$ cat config.mk
export PLATFORM = sky130hd
export DESIGN_NAME = dmem_ctrl
export DESIGN_NICKNAME = d
export VERILOG_FILES = /design/src/rtl/dmem_ctrl.sv
export SDC_FILE = /design/constraint.sdc
export NUM_CORES = 2
export LEC_CHECK = 0
export CAP_MARGIN = 5
export CORE_AREA = 2 2 439 441
export CTS_CLUSTER_SIZE = 8
export DETAILED_ROUTE_END_ITERATION = 10
export DIE_AREA = 0 0 441 443
export PLACE_DENSITY = 0.61
export SKIP_LAST_GASP = 1
export SLEW_MARGIN = 20
export SYNTH_ARGS = -nofsm -noshare
export SYNTH_HDL_FRONTEND = slang
export SYNTH_SLANG_ARGS = --single-unit
$ cat constraint.sdc
create_clock -name clk -period 9.8 [get_ports clk]
set_input_delay 1.96 -clock clk [delete_from_list [all_inputs] [get_ports clk]]
set_output_delay 1.96 -clock clk [all_outputs]
set_load 0.02 [all_outputs]
$ cat src/rtl/dmem_ctrl.sv
// dmem_ctrl: data-memory controller between the cpu data port and the
// on-chip data array. It adds a req/ready handshake, WAIT_STATES extra
// cycles of latency, byte-enabled writes and an error response for
// misaligned or out-of-range addresses.
//
// Ports:
//   clk          system clock, all state changes on the rising edge
//   reset        asynchronous, active-high reset
//   req          request strobe, sampled only in IDLE
//   we           1 = write, 0 = read, sampled with req
//   addr         byte address, sampled with req
//   wdata        write data, sampled with req
//   be           byte enables for writes, ignored on reads
//   rdata        read data, valid only while ready=1, holds afterwards
//   ready        one-cycle response pulse
//   err          error flag, valid only while ready=1
//   busy         high from the acceptance edge until the cycle after ready
//   stat_stalls  cycles with busy=1 and ready=0, saturating
//
// Optional feature: define DMEM_CTRL_STATS_EN to build the stall counter;
// without it stat_stalls is tied to zero.
//
// DEPTH must be a power of two and at least 2; DATA_WIDTH a multiple of 8.
module dmem_ctrl #(
  parameter int DATA_WIDTH  = 32,
  parameter int ADDR_WIDTH  = 32,
  parameter int DEPTH       = 64,
  parameter int WAIT_STATES = 2
) (
  input  logic                    clk,
  input  logic                    reset,
  input  logic                    req,
  input  logic                    we,
  input  logic [ADDR_WIDTH-1:0]   addr,
  input  logic [DATA_WIDTH-1:0]   wdata,
  input  logic [DATA_WIDTH/8-1:0] be,
  output logic [DATA_WIDTH-1:0]   rdata,
  output logic                    ready,
  output logic                    err,
  output logic                    busy,
  output logic [31:0]             stat_stalls
);

  localparam int WB    = DATA_WIDTH / 8;
  localparam int OFF_W = $clog2(WB);
  localparam int IDX_W = $clog2(DEPTH);
  localparam int LIM_W = OFF_W + IDX_W;

  localparam logic [ADDR_WIDTH-1:0] ALIGN_MASK = ADDR_WIDTH'(WB - 1);
  localparam logic [ADDR_WIDTH-1:0] ADDR_ZERO  = {ADDR_WIDTH{1'b0}};
  localparam logic [DATA_WIDTH-1:0] DATA_ZERO  = {DATA_WIDTH{1'b0}};

  typedef enum logic [1:0] {
    IDLE = 2'd0,
    WAIT = 2'd1,
    RESP = 2'd2
  } state_t;

  state_t                  state_q, state_d;
  logic [3:0]              cnt_q, cnt_d;
  logic                    we_q, we_d;
  logic [ADDR_WIDTH-1:0]   addr_q, addr_d;
  logic [DATA_WIDTH-1:0]   wdata_q, wdata_d;
  logic [WB-1:0]           be_q, be_d;
  logic [DATA_WIDTH-1:0]   rdata_q, rdata_d;
  logic                    ready_q, ready_d;
  logic                    err_q, err_d;
  logic                    busy_q, busy_d;

  // The array is deliberately not reset.
  logic [DATA_WIDTH-1:0]   mem [DEPTH];

  // Operation seen on the RESP entry edge. With no wait states that edge is
  // the acceptance edge itself, so the live inputs are used instead of the
  // latched copy.
  logic                    resp_entry_s;
  logic                    op_we_s;
  logic [ADDR_WIDTH-1:0]   op_addr_s;
  logic [DATA_WIDTH-1:0]   op_wdata_s;
  logic [WB-1:0]           op_be_s;
  logic [IDX_W-1:0]        op_idx_s;
  logic                    addr_err_s;
  logic                    mem_we_s;

  // State register plus latched request and registered outputs
  always_ff @(posedge clk or posedge reset) begin
    if (reset) begin
      state_q <= IDLE;
      cnt_q   <= 4'd0;
      we_q    <= 1'b0;
      addr_q  <= ADDR_ZERO;
      wdata_q <= DATA_ZERO;
      be_q    <= {WB{1'b0}};
      rdata_q <= DATA_ZERO;
      ready_q <= 1'b0;
      err_q   <= 1'b0;
      busy_q  <= 1'b0;
    end else begin
      state_q <= state_d;
      cnt_q   <= cnt_d;
      we_q    <= we_d;
      addr_q  <= addr_d;
      wdata_q <= wdata_d;
      be_q    <= be_d;
      rdata_q <= rdata_d;
      ready_q <= ready_d;
      err_q   <= err_d;
      busy_q  <= busy_d;
    end
  end

  // Next-state logic: acceptance, wait countdown, single-cycle response
  always_comb begin
    state_d = state_q;
    cnt_d   = cnt_q;
    we_d    = we_q;
    addr_d  = addr_q;
    wdata_d = wdata_q;
    be_d    = be_q;
    case (state_q)
      IDLE: begin
        if (req) begin
          we_d    = we;
          addr_d  = addr;
          wdata_d = wdata;
          be_d    = be;
          cnt_d   = 4'(WAIT_STATES);
          if (WAIT_STATES != 32'sd0) begin
            state_d = WAIT;
          end else begin
            state_d = RESP;
          end
        end else begin
          state_d = IDLE;
        end
      end
      WAIT: begin
        cnt_d = cnt_q - 4'd1;
        // The edge on which the count is down to 1 is the RESP entry edge.
        if (cnt_q <= 4'd1) begin
          state_d = RESP;
        end else begin
          state_d = WAIT;
        end
      end
      RESP: begin
        state_d = IDLE;
      end
      default: begin
        state_d = IDLE;
      end
    endcase
  end

  // Operand selection and address checking for the RESP entry edge
  always_comb begin
    resp_entry_s = (state_d == RESP) && (state_q != RESP);
    if (state_q == IDLE) begin
      op_we_s    = we;
      op_addr_s  = addr;
      op_wdata_s = wdata;
      op_be_s    = be;
    end else begin
      op_we_s    = we_q;
      op_addr_s  = addr_q;
      op_wdata_s = wdata_q;
      op_be_s    = be_q;
    end
    op_idx_s   = op_addr_s[LIM_W-1:OFF_W];
    // Misaligned, or any bit above the array span set.
    addr_err_s = ((op_addr_s & ALIGN_MASK) != ADDR_ZERO) ||
                 ((op_addr_s >> LIM_W) != ADDR_ZERO);
  end

  // Output logic: response data, flags and array write enable
  always_comb begin
    rdata_d  = rdata_q;
    ready_d  = 1'b0;
    err_d    = 1'b0;
    busy_d   = (state_d != IDLE);
    mem_we_s = 1'b0;
    if (resp_entry_s) begin
      ready_d = 1'b1;
      err_d   = addr_err_s;
      if (addr_err_s) begin
        rdata_d = DATA_ZERO;
      end else if (op_we_s) begin
        rdata_d  = DATA_ZERO;
        mem_we_s = 1'b1;
      end else begin
        rdata_d = mem[op_idx_s];
      end
    end else begin
      rdata_d = rdata_q;
    end
  end

  // Byte-enabled array write; blocked while reset is asserted so an
  // uncommitted write is dropped
  always_ff @(posedge clk) begin
    if (mem_we_s && !reset) begin
      for (int b = 0; b < WB; b++) begin
        if (op_be_s[b]) begin
          mem[op_idx_s][b*8 +: 8] <= op_wdata_s[b*8 +: 8];
        end
      end
    end
  end

  assign rdata = rdata_q;
  assign ready = ready_q;
  assign err   = err_q;
  assign busy  = busy_q;

`ifdef DMEM_CTRL_STATS_EN
  logic [31:0] stat_stalls_q, stat_stalls_d;

  // Stall counter next value, saturating at all-ones
  always_comb begin
    if (busy_q && !ready_q && (stat_stalls_q != 32'hFFFF_FFFF)) begin
      stat_stalls_d = stat_stalls_q + 32'd1;
    end else begin
      stat_stalls_d = stat_stalls_q;
    end
  end

  // Stall counter register, cleared only by reset
  always_ff @(posedge clk or posedge reset) begin
    if (reset) begin
      stat_stalls_q <= 32'd0;
    end else begin
      stat_stalls_q <= stat_stalls_d;
    end
  end

  assign stat_stalls = stat_stalls_q;
`else
  assign stat_stalls = 32'd0;
`endif

endmodule

# [Word level (Yosys, flattened, before mapping)]
# Memories as Yosys holds them, arrays and structs flattened.
# Cells that the tools add are included.
# Widths: inputs -> output; s select.
[word_totals] out_inout_bits=67 wordCells=56 latch_bits=0 inputBits=72 mem_bits_ro=0 reg_bits=110 ram_bits=2048 mem_count=1
[op_classes] div=0 n_mul=0 mux=28 bitwise_logic=0 shift=0 reduce_logical=11 add_sub_neg=1 eq_ne=4 order_cmp=1
[memory_table] memory="mem" depth=64 width=32 rd=1 rd_clocked_by_memory_dff=0 write_ports=1 line_no="71" source="logic [DATA_WIDTH-1:0] mem [DEPTH];"
[ops] operator="$mux 32" n=4
[ops] operator="$reduce_bool 32->1" n=2
[ops] operator="$mux 1" n=19
[ops] operator="$mux 4" n=2
[ops] operator="$pmux 4 s2" n=1
[ops] operator="$le 4x1->1 const B" n=1
[ops] operator="$ne 2x2->1 const B" n=2
[ops] operator="$pmux 2 s2" n=1
[ops] operator="$reduce_and 2->1" n=2
[ops] operator="$reduce_bool 2->1" n=2
[ops] operator="$sub 4x1->4 const B" n=1
[ops] operator="$eq 2x1->1 const B" n=1
[ops] operator="$eq 2x2->1 const B" n=1
[ops] operator="$logic_and 1x1->1" n=2
[ops] operator="$logic_not 2->1" n=1
[ops] operator="$mux 2" n=1
[ops] operator="$logic_not 1->1" n=1
[ops] operator="$logic_or 1x1->1" n=1

# [Logic depth before layout (Yosys ltp)]
[depth] ltp_word=9 ltp_mapped=13 mapped_depth_nobuf=11

# [Least setup slack after synthesis]
# Ideal clock, no wire load.
[synth_timing] kind="input port to flip-flop" startpoint="input addr[3]" endpoint="memory mem[15][10], enable pin" stages=9 required_ns=9.417 setup_time_ns=0.383 arrival_time_ns=4.287 path_buffers=5 path_slack_ns=5.130 cell_sequence="clkbuf_1 -> nand2_1 -> mux2i_2 -> nand2_1 -> buf_2 -> buf_2 -> buf_1 -> buf_1 -> nor3_1"
[synth_via] elab_chain_cells=1
[synth_lines] item="start: declaration" line_no="34" source="input logic [ADDR_WIDTH-1:0] addr,"
[synth_lines] item="$mux 32" line_no="158" source="if (state_q == IDLE) begin"
[synth_lines] item="end: declaration" line_no="71"
# Every way passes these cells.

# [Worst setup path in the final report]
[layout_timing] startpoint="input addr[2]" endpoint="register rdata_q[16], in the netlist rdata[16]"
[layout_via] elab_chain_cells=4
[layout_lines] item="$mux 32" line_no="158"
[layout_lines] item="$mem_v2 64x32"
[layout_lines] item="$mux 32" line_no="187" source="end else if (op_we_s) begin"
[layout_lines] item="$mux 32" line_no="185" source="if (addr_err_s) begin"
[layout_lines] item="end signal: assignment" line_no="105" source="rdata_q <= rdata_d;"
[layout_lines] item="end: declaration" line_no="65" source="logic [DATA_WIDTH-1:0] rdata_q, rdata_d;"
# Every way passes these cells.
# A chain may end at the register's enable or synchronous reset.

==> impl_metrics.toml <==
[grt]
grt_pass1_wl_mm = 370
grt_start_max_net_pins = 123
antenna_found_initial = 7
grt_pass1_vias = 51500
overflow = 0
grt_usage = 0.260

[synth]
syn-instance-count = 5600
synth_edf_count = 2048
synthDominantCellAreaShare = 0.752
synth-seq-cells = 2158
yosysSeqAreaShare = 0.786
yosys.cell_types.count = 71
synth-async-reset-ratio = 0.0510
synth_common_cells = "edfxtp_1 (2048), nand2_1 (915), o22ai_1 (628), nor2_1 (325), nor3_1 (253)"
synth_ff_type = "edfxtp_1"
synth.most_common_cell = "edfxtp_1"
netlist_area_sq_um = 81700
ys_warn_count = 0
syn_area_per_cell_sq_um = 14.6
ys_top_cells_by_area = "edfxtp_1 (75%), o22ai_1 (4.8%), nand2_1 (4.2%), dfrtp_1 (3.4%), nor3_1 (1.5%)"
yosysTopAreaCell = "edfxtp_1"

[critical_path]
start_kind = "input pin"
worst-setup-path-type = "input pin to flop"
crit_buf_inv = 2
r2r_cells = 9
arrival_ns = 6.70
cp.depth = 9
reg2reg_slack_ns = 4.40
cp_common_cell = "o22ai_1"
worstSetupEndpointType = "flop"
crit_family = "simple AND/OR/NAND/NOR gates"
critical-path-slowest-cell = "a22oi_4"
critical_path.cell_chain = "clkdlybuf4s50_1 -> nor2b_1 -> a22oi_4 -> buf_12 -> o22ai_1 -> nor4_1 -> o22ai_1 -> nor3_1 -> a32o_1"
crit_fanout = 97
cp.required_ns = 10.67
cpPeakStageDelay_ns = 0.94

[die]
die_area_sq_um = 195000
die_w_microns = 441
core_sq_um = 191000
dieHeight_microns = 443
row_count = 161
start_util = 0.428
ios = 139

[sta]
final_hold_viol_count = 0
grt_setup_unrepaired = "no"
slew_headroom = 0.223
fin_crit_sh = 0.596
timing.fmax_mhz = 171
period_needed_ns = 5.84
final.setup.worst_slack_ns = 3.96
setup_violations = 0
finalSetupTns_ns = 0
clock_skew_ns = 0.0546
worst_slew_pin_slew_ns = 1.17
maxSlewViolCount = 0

[clock_tree]
cts.sinks = 2158
cts_tree = "yes"
htreeDepth = 5
post_cts_buffers = 0
clk_pin_slew_worst_paths_ns = 0.05
cts-buffers-inserted = 319
ctsHoldBuffers = 0
insertion_delay_ns = 0.94
cts_resized = 0
clockBufferDepth = 4
clockRootBuffer = "clkbuf_16"

[finish]
final_cells = 8559
final_core_util = 0.500
nFillCells = 15800
drive_gt1_frac = 0.118
synthToLayoutAreaGrowth_pct = 17.0
final_nets = 5927

[detailed_routing]
vias = 52900
viasPerCell = 6.18
wl_mm = 257
remaining_drc_errors = 0
met2WireLength_mm = 118
wl_met1_mm = 99.9
met3_length_mm = 28.4
wl_per_cell_microns = 30.1
dr.first_iter.drc_count = 7344
dr.pass1.iters = 6
dr.max_layer_used = "met5"
postRouteAntennaNets = 0

[flow_run]
maxCapViolations = 0

[placement]
place_inst = 8057
pre_cts_ws_ns = 3.24
gp_congestion = 0.907
portBuffers = 106
place_hpwl_mm = 141

[outcome]
status = "completed"

[pwr]
p_sw_frac = 0.362
p_sw_w = 0.0115
internal_power_w = 0.0202
pwr-share-clk = 0.310
p_leak_nw = 31.3
p_per_area_nw_per_um2 = 331
power_frac_comb = 0.299
ir_drop_v = 0.000417
seqPwrFrac = 0.390

[worst_hold_path]
hold_class = "flop to flop"
min_delay_path_depth = 2
-- kinds of logic after synthesis --
kind of cell / count (synthesis) / share of synthesized area
AND/OR/NAND/NOR: 1861 / 0.0992
other: 1 / 0.0000459
adder cells (fa/ha/maj): 2 / 0.000306
multiplexers: 34 / 0.00430
AO/OA/AOI/OAI: 1127 / 0.0874
flip-flops: 2158 / 0.786
buffers and inverters: 417 / 0.0226
-- flip-flops by register name, summed over array words and instances (netlist names), 2 cells and up --
name and count:
be_q 4, state_q 2, cnt_q 4, mem 2048
wdata_q 32, addr_q 32, rdata 32
-- final cells by class --
class,instances,area [sq um],share of cell area
Antenna cell,3,7.51,0.0000785
Clock buffer,493,8810,0.0921
Clock inverter,5,43.8,0.000458
Inverter,7,31.3,0.000327
Multi-Input combinational cell,3056,16500,0.173
Sequential cell,2158,64300,0.672
Tap cell,2526,3160,0.0331
Timing Repair Buffer,311,2800,0.0292
-- path summary, 6_finish.rpt --
check                                             from                      to
worst max-delay path                           addr[2]   rdata[16]$_DFFE_PP0N_
worst min-delay path            wdata_q[5]$_DFFE_PP0P_  wdata_q[5]$_DFFE_PP0P_
worst max register to register    state_q[0]$_DFF_PP0_   rdata[25]$_DFFE_PP0N_
worst min register to register  wdata_q[5]$_DFFE_PP0P_  wdata_q[5]$_DFFE_PP0P_
max in group asynchronous                        reset    rdata[5]$_DFFE_PP0N_
min in group asynchronous                        reset     be_q[1]$_DFFE_PP0P_
-- power groups by stage --
stage | Combinational, W | Sequential [W] | Clock (W)
3_3_place_gp | 0.00910 | 0.0125 | 0
3_5_place_dp | 0.00928 | 0.0125 | 0
4_1_cts | 0.00931 | 0.0124 | 0.00991
2_1_floorplan | 0.00486 | 0.0125 | 0
5_1_grt | 0.00989 | 0.0124 | 0.0103
6_report | 0.00949 | 0.0124 | 0.00983
-- layer usage --
metal,GRT usage,vias up
li1,-,22200
met1,0.364,26700
met2,0.398,3495
met3,0.0542,586
met4,0.104,4
met5,0,-
-- through the flow --
step           instance area, sq um  hold WS, ns  total power [W]
2_1_floorplan                 81900        0.445           0.0174
6_report                      95600        0.470           0.0317
5_1_grt                       95600        0.496           0.0326
4_1_cts                       95500        0.474           0.0316
3_3_place_gp                  86300        0.457           0.0216
3_5_place_dp                  86600        0.462           0.0218
-- tightest hold or removal path, delay by kind of cell (launching register included) --
| kind | cells | cell delay [ns] |
|---|---|---|
| flops | 1 | 0.33 |
| simple gates | 2 | 0.10 |
-- cells in the final DEF, fill, tap and decap left out, drive strengths merged, types with 4 or more instances in the layout --
cell,instances
nor4b,10
nand2b,7
nor2b,5
a211o,5
buf,205
inv,12
a32o,25
mux2,6
o22a,5
o31ai,7
conb,32
or2,4
nand3b,5
nand2,916
edfxtp,2048
o221ai,14
o21ai,12
and3,28
a211oi,5
a21boi,5
a221oi,6
a21oi,199
or4,10
a22o,14
a22oi,14
nor4,125
and2,6
mux2i,28
o22ai,628
a31oi,166
nand3,154
dfrtp,110
nor2,326
clkdlybuf4s50,106
clkbuf,493
nor3,254
(Power assumes the default switching activity.)
